===== config.mk =====
export PLATFORM = sky130hd
export DESIGN_NAME = branch_ctrl
export DESIGN_NICKNAME = d
export VERILOG_FILES = /design/src/rtl/branch_pkg.sv /design/src/rtl/branch_cmp.sv /design/src/rtl/branch_ctrl.sv
export SDC_FILE = /design/constraint.sdc
export NUM_CORES = 1
export LEC_CHECK = 0
export CORE_ASPECT_RATIO = 1.5
export CORE_MARGIN = 2
export CORE_UTILIZATION = 35
export DETAILED_ROUTE_END_ITERATION = 8
export GPL_TIMING_DRIVEN = 0
export HOLD_SLACK_MARGIN = 0.12
export PLACE_DENSITY = 0.7
export SETUP_SLACK_MARGIN = 0.1
export SYNTH_ARGS = -nofsm -noshare
export SYNTH_HDL_FRONTEND = slang
export SYNTH_HIERARCHICAL = 1
export SYNTH_SLANG_ARGS = --single-unit

===== constraint.sdc =====
create_clock -name clk -period 3.3 [get_ports clk]
set_clock_uncertainty 0.2 [all_clocks]
set_input_delay 0.495 -clock clk [delete_from_list [all_inputs] [get_ports clk]]
set_output_delay 0.495 -clock clk [all_outputs]
set_load 0.05 [all_outputs]

===== src/rtl/branch_pkg.sv =====
// -----------------------------------------------------------------------------
// branch_pkg
// Shared definitions for the branch controller:
//   - fun3_t                : branch condition encoding carried by decode
//   - state_t               : controller FSM states
//   - FLUSH_CYCLES_DEFAULT  : default number of flush cycles after a redirect
// -----------------------------------------------------------------------------
package branch_pkg;

    localparam int unsigned FLUSH_CYCLES_DEFAULT = 2;

    typedef enum logic [2:0] {
        F_BEQ  = 3'b000,
        F_BNE  = 3'b001,
        F_RSV2 = 3'b010,
        F_RSV3 = 3'b011,
        F_BLT  = 3'b100,
        F_BGE  = 3'b101,
        F_BLTU = 3'b110,
        F_BGEU = 3'b111
    } fun3_t;

    typedef enum logic [1:0] {
        S_IDLE     = 2'd0,
        S_EVAL     = 2'd1,
        S_REDIRECT = 2'd2,
        S_FLUSH    = 2'd3
    } state_t;

endpackage


===== src/rtl/branch_cmp.sv =====
// -----------------------------------------------------------------------------
// branch_cmp
// Purely combinational branch condition evaluator.
// Ports:
//   rs1, rs2 (in, 32)  compare operands
//   fun3     (in, 3)   branch condition
//   taken    (out, 1)  condition holds
//   illegal  (out, 1)  fun3 is 010 or 011 (resolves not-taken)
// -----------------------------------------------------------------------------
module branch_cmp
    import branch_pkg::*;
(
    input  logic [31:0] rs1,
    input  logic [31:0] rs2,
    input  logic [2:0]  fun3,
    output logic        taken,
    output logic        illegal
);

    logic eq;
    logic lt_s;
    logic lt_u;

    assign eq   = (rs1 == rs2);
    assign lt_s = ($signed(rs1) < $signed(rs2));
    assign lt_u = (rs1 < rs2);

    always_comb begin
        taken   = 1'b0;
        illegal = 1'b0;
        case (fun3)
            F_BEQ:   taken = eq;
            F_BNE:   taken = !eq;
            F_BLT:   taken = lt_s;
            F_BGE:   taken = !lt_s;
            F_BLTU:  taken = lt_u;
            F_BGEU:  taken = !lt_u;
            default: illegal = 1'b1;
        endcase
    end

endmodule


===== src/rtl/branch_ctrl.sv =====
// -----------------------------------------------------------------------------
// branch_ctrl
// Resolves one branch at a time: accepts a request in IDLE, evaluates it the
// next cycle, and on a mispredict steers fetch (REDIRECT) and squashes younger
// stages for FLUSH_CYCLES cycles.
//
// Handshake: a request transfers on a rising edge where req_valid && req_ready.
// req_ready is high only in IDLE; req_valid seen in any other state is ignored
// and the requester keeps it asserted until it is accepted.
//
// Ports:
//   clk, rst          clock, synchronous active-high reset
//   req_valid/ready   request handshake from decode
//   fun3, rs1, rs2    branch condition and operands
//   pc, imm           branch PC and sign-extended offset
//   pred_taken        fetch-stage prediction
//   resp_valid/taken  resolved outcome, one-cycle pulse
//   illegal           fun3 010/011, pulses with resp_valid
//   redirect_valid/pc fetch steering on mispredict; pc holds otherwise
//   flush             squash younger stages
//   fsm_state         current FSM state (observability)
//   stat_branches, stat_mispredicts  saturating counters, only when
//                     BRANCH_STATS_EN is defined
// Optional feature macro: BRANCH_STATS_EN
// -----------------------------------------------------------------------------
module branch_ctrl
    import branch_pkg::*;
#(
    parameter int unsigned FLUSH_CYCLES = FLUSH_CYCLES_DEFAULT
) (
    input  logic        clk,
    input  logic        rst,
    input  logic        req_valid,
    output logic        req_ready,
    input  logic [2:0]  fun3,
    input  logic [31:0] rs1,
    input  logic [31:0] rs2,
    input  logic [31:0] pc,
    input  logic [31:0] imm,
    input  logic        pred_taken,
    output logic        resp_valid,
    output logic        resp_taken,
    output logic        illegal,
    output logic        redirect_valid,
    output logic [31:0] redirect_pc,
    output logic        flush,
    output state_t      fsm_state
`ifdef BRANCH_STATS_EN
    ,
    output logic [15:0] stat_branches,
    output logic [15:0] stat_mispredicts
`endif
);

    localparam logic [3:0] FLUSH_INIT = 4'(FLUSH_CYCLES);

    state_t      state;
    state_t      state_next;

    logic [2:0]  fun3_q;
    logic [31:0] rs1_q;
    logic [31:0] rs2_q;
    logic [31:0] pc_q;
    logic [31:0] imm_q;
    logic        pred_q;
    logic [3:0]  flush_cnt;
    logic [31:0] redirect_pc_q;

    logic        cmp_taken;
    logic        cmp_illegal;
    logic        load_ops;
    logic        load_redirect;
    logic [31:0] target;

    branch_cmp u_cmp (
        .rs1     (rs1_q),
        .rs2     (rs2_q),
        .fun3    (fun3_q),
        .taken   (cmp_taken),
        .illegal (cmp_illegal)
    );

    // 32-bit adds wrap naturally; the carry out is discarded.
    assign target = cmp_taken ? (pc_q + imm_q) : (pc_q + 32'd4);

    // Outputs are gated by rst so an in-flight operation emits nothing
    // while reset is held.
    always_comb begin
        state_next     = state;
        req_ready      = 1'b0;
        resp_valid     = 1'b0;
        resp_taken     = 1'b0;
        illegal        = 1'b0;
        redirect_valid = 1'b0;
        flush          = 1'b0;
        load_ops       = 1'b0;
        load_redirect  = 1'b0;
        if (!rst) begin
            case (state)
                S_IDLE: begin
                    req_ready = 1'b1;
                    if (req_valid) begin
                        load_ops   = 1'b1;
                        state_next = S_EVAL;
                    end
                end
                S_EVAL: begin
                    resp_valid = 1'b1;
                    resp_taken = cmp_taken;
                    illegal    = cmp_illegal;
                    if (cmp_taken != pred_q) begin
                        load_redirect = 1'b1;
                        state_next    = S_REDIRECT;
                    end else begin
                        state_next = S_IDLE;
                    end
                end
                S_REDIRECT: begin
                    redirect_valid = 1'b1;
                    state_next     = S_FLUSH;
                end
                S_FLUSH: begin
                    flush = 1'b1;
                    // Last flush cycle when the counter reaches 1.
                    if (flush_cnt <= 4'd1) begin
                        state_next = S_IDLE;
                    end
                end
                default: state_next = S_IDLE;
            endcase
        end
    end

    always_ff @(posedge clk) begin
        if (rst) begin
            state <= S_IDLE;
        end else begin
            state <= state_next;
        end
    end

    always_ff @(posedge clk) begin
        if (rst) begin
            fun3_q <= 3'd0;
            rs1_q  <= 32'd0;
            rs2_q  <= 32'd0;
            pc_q   <= 32'd0;
            imm_q  <= 32'd0;
            pred_q <= 1'b0;
        end else if (load_ops) begin
            fun3_q <= fun3;
            rs1_q  <= rs1;
            rs2_q  <= rs2;
            pc_q   <= pc;
            imm_q  <= imm;
            pred_q <= pred_taken;
        end
    end

    // Target is latched on the EVAL->REDIRECT edge and then held until the
    // next mispredict.
    always_ff @(posedge clk) begin
        if (rst) begin
            redirect_pc_q <= 32'd0;
        end else if (load_redirect) begin
            redirect_pc_q <= target;
        end
    end

    always_ff @(posedge clk) begin
        if (rst) begin
            flush_cnt <= 4'd0;
        end else if (state == S_REDIRECT) begin
            flush_cnt <= FLUSH_INIT;
        end else if (state == S_FLUSH && flush_cnt != 4'd0) begin
            flush_cnt <= flush_cnt - 4'd1;
        end
    end

    assign redirect_pc = redirect_pc_q;
    assign fsm_state   = state;

`ifdef BRANCH_STATS_EN
    logic [15:0] branches_q;
    logic [15:0] mispredicts_q;

    always_ff @(posedge clk) begin
        if (rst) begin
            branches_q    <= 16'd0;
            mispredicts_q <= 16'd0;
        end else begin
            if (resp_valid && branches_q != 16'hFFFF) begin
                branches_q <= branches_q + 16'd1;
            end
            if (load_redirect && mispredicts_q != 16'hFFFF) begin
                mispredicts_q <= mispredicts_q + 16'd1;
            end
        end
    end

    assign stat_branches    = branches_q;
    assign stat_mispredicts = mispredicts_q;
`endif

endmodule

==> flow_summary.yaml <==
sta:
  relSlewSlack_pct: 37.1
  finalSetupViolCount: 33
  hold_violations: 0
  finalWorstPathRequiredPeriod_ns: 3.77
  period_share_pct: 114
  tightestPinTransition_ns: 0.944
  fin_ws_ns: -0.466
  fmax_mhz: 266
  slew_viol_final: 0
  rsz0062_at_grt: "yes"
clock_network:
  clock_latency_ns: 0.44
  cts_tree: "done"
  cts_buffer_depth: 2
  cts_buffers: 17
  clkSinkCount: 170
  clk_pin_slew_ns: 0.07
  htreeDepth: 4
  root_buffer: "clkbuf_16"
placement:
  port_buffers: 174
  dpl_cell_area_mm2: 0.0121
  hpwlAfterDp_mm: 23.5
  place.gp.congestion: 0.911
finish:
  drive_gt1_share_pct: 15.1
  multi_input_area_mm2: 0.00642
  seq_area_mm2: 0.00342
  fill_cells: 2572
  area_growth_pct: 38.8
  final_area_mm2: 0.0136
  finish.utilization_pct: 49.6
  nets: 1646
power:
  power_uw: 6100
  ir_drop_mv: 0.331
  p_leak_uw: 0.00519
  power_density_mw_per_mm2: 450
logic_synthesis:
  async_reset_ff_share_pct: 0
  yosysTopAreaCellShare_pct: 34.9
  syn_avg_cell_area_um2: 7.97
  ys_warn_count: 6
  yosys.area.top_type: "dfxtp_1"
  synth_nets: 1427
  ys_ff_latch: 170
  synthTopCellsByArea: "dfxtp_1 35%, nand2b_1 8.8%, ha_1 8.5%"
  synth_area_mm2: 0.00976
  syn_inst: 1225
  yosysSeqAreaShare_pct: 34.9
  synth_edf_count: 0
  synth_ff_type: "dfxtp_1"
  ys_types: 77
hold_path:
  min_to: "redirect_pc[11]"
  hold_path.startpoint: "redirect_pc[11]"
  hold_path_depth: 2
  worstHoldPathType: "reg2reg"
critical_path:
  r2r_end: "redirect_pc[26]"
  crit_path_frequent_cell: "clkbuf_16"
  crit_fanout: 3
  critPathSlowestCell: "or4_1"
  start_kind: "flop"
  crit_path_end_kind: "output port"
  worstReg2RegStart: "rs2_q[6]"
  crit_family: "compound AO/OA/AOI/OAI gates"
  path_cells: "inv_1, ha_4, a21oi_2, nand2_1, a21o_1, o2111a_1, or4_1, a31o_1, clkbuf_8, clkbuf_16, clkbuf_16, and2_4, buf_8"
  worstSetupPathType: "reg2out"
  slowest_delay_ns: 0.46
  cp.arrival_ns: 3.07
  cp_num_buf_inv: 5
  ff2ff_setup_slack_ns: -0.41
  worstPathRequired_ns: 2.60
  reg2reg_depth: 19
floorplanning:
  die_x_um: 140
  initial_core_util_pct: 35.7
  die_h_um: 209
  dieArea_mm2: 0.0293
  pin_count: 175
  row_count: 74
  core_area_mm2: 0.0273
detailed_routing:
  dr.pass1.iters: 5
  num_vias: 9355
  antenna_left: 0
  remaining_drc_errors: 0
  wl_per_cell_um: 17.4
  finalWirelength_mm: 31.3
  via_per_inst: 5.20
  drt_iter0_markers: 486
global_route:
  grt_max_degree: 17
  grt_antenna_before_repair: 1
  grt-ovfl-total: 0
  grt_pass1_vias: 9481
  grt_pass1_wl_mm: 49.0
  grt_util_all_layers_pct: 21.3
run_status:
  violations: "setup timing"
  status: "complete, but fails checks"
run:
  cap_violations: 0
-- worst reg2reg max path, cell delays in order (launching register included) --
cell	delay, ns
dfxtp_1	0.34
inv_1	0.07
ha_4	0.22
a21oi_2	0.12
nand2_1	0.06
a21o_1	0.19
o2111a_1	0.27
or4_1	0.46
a31o_1	0.20
clkbuf_8	0.14
buf_6	0.11
buf_12	0.12
xor2_4	0.13
buf_6	0.13
nor2b_4	0.14
clkbuf_16	0.18
buf_8	0.12
clkbuf_16	0.18
o21bai_4	0.07
a221oi_2	0.18
-- per-stage QoR --
| stage | instances | TNS, ns | setup WS (ns) | hold slack, ns |
|---|---|---|---|---|
| floorplan | 1225 | 0 | 0.0839 | 0.249 |
| CTS | 1794 | -14.18 | -0.550 | 0.265 |
| global route | 1799 | -15.02 | -0.570 | 0.279 |
| finish | 1800 | -10.47 | -0.466 | 0.265 |
| global placement | 1741 | -55.33 | -1.55 | 0.243 |
| detailed placement | 1741 | -59.90 | -1.57 | 0.257 |
-- worst max-delay path by stage --
stage,startpoint,end,slack [ns],cells past startpoint
after global placement,rst,flush,-1.55,7
after detailed placement,rst,flush,-1.57,7
after global routing,rs2_q[5],resp_taken,-0.57,13
final,rs2_q[6],resp_taken,-0.47,13
after floorplan,rs2_q[13],redirect_pc[28],0.08,14
after CTS,rs2_q[26],resp_taken,-0.55,13
-- cells by family (layout without fill, tap and decap cells) --
logic type      count (synthesis)  after routing  share of synthesized area [%]
compound gates                314            314                           20.0
xor+xnor                       55             55                           4.93
fa+ha+maj                      67             67                           8.66
buf+inv                       110            342                           5.06
flops                         170            170                           34.9
mux                             8              8                          0.820
other cells                     0              1                              0
simple gates                  501            501                           25.6
-- layer usage --
metal / part of all wire, % / track usage, %
met5: 0.045 / 0
met4: 3.9 / 10.2
met3: 5.0 / 3.94
met2: 53 / 39.8
met1: 38 / 22.8
-- synth_stat cells, types with 7 or more instances --
library cell	n
xor2_1	24
mux2i_1	8
a2111oi_0	7
xnor2_1	31
and2_1	7
nand2b_1	137
o21bai_1	8
o21ai_0	159
a211oi_1	9
and3_1	16
buf_2	7
dfxtp_1	170
nand2_1	192
a21oi_1	54
nand4_1	13
nor2_1	69
ha_1	66
inv_1	40
nand3_1	24
nor3_1	12
a21o_1	16
clkbuf_1	51
-- cell type report --
cell class	instances	share of cell area, %
Buffer	69	3.61
Multi-Input combinational cell	945	47.4
Tap cell	342	3.16
Timing Repair Buffer	201	15.1
Clock inverter	11	0.822
Sequential cell	170	25.3
Inverter	40	1.13
Antenna cell	1	0.0185
Clock buffer	21	3.47
-- layout by cell type (no fill, tap or decap), drive strengths merged, types with 31 or more instances in the layout --
cell           count
a21oi             55
buf               43
clkbuf            75
clkdlybuf4s50    170
dfxtp            170
ha                66
inv               43
nand2            192
nand2b           137
nor2              70
o21ai            163
xnor2             31
-- state kept, by name, indices dropped and copies added, names as in the netlist, named ones only --
register,flops
imm_q,32
flush_cnt,4
redirect_pc,32
fsm_state,1
rs1_q,32
fun3_q,3
rs2_q,32
pc_q,32
pred_q,1
-- timing repair --
action | 4_1_cts | 5_1_grt
resized for setup | 108 | 63
gates cloned | 2 | 0
pin swaps | 25 | 32
hold buffers | 0 | 0
buffers inserted | 19 | 6
setup endpoints to repair | 98 | 35
-- report_power, final --
group,switching (uW),total (uW),internal (uW)
Clock,886,2000,1110
Combinational,905,1700,798
Sequential,170,2400,2230
(Power assumes the default switching activity.)
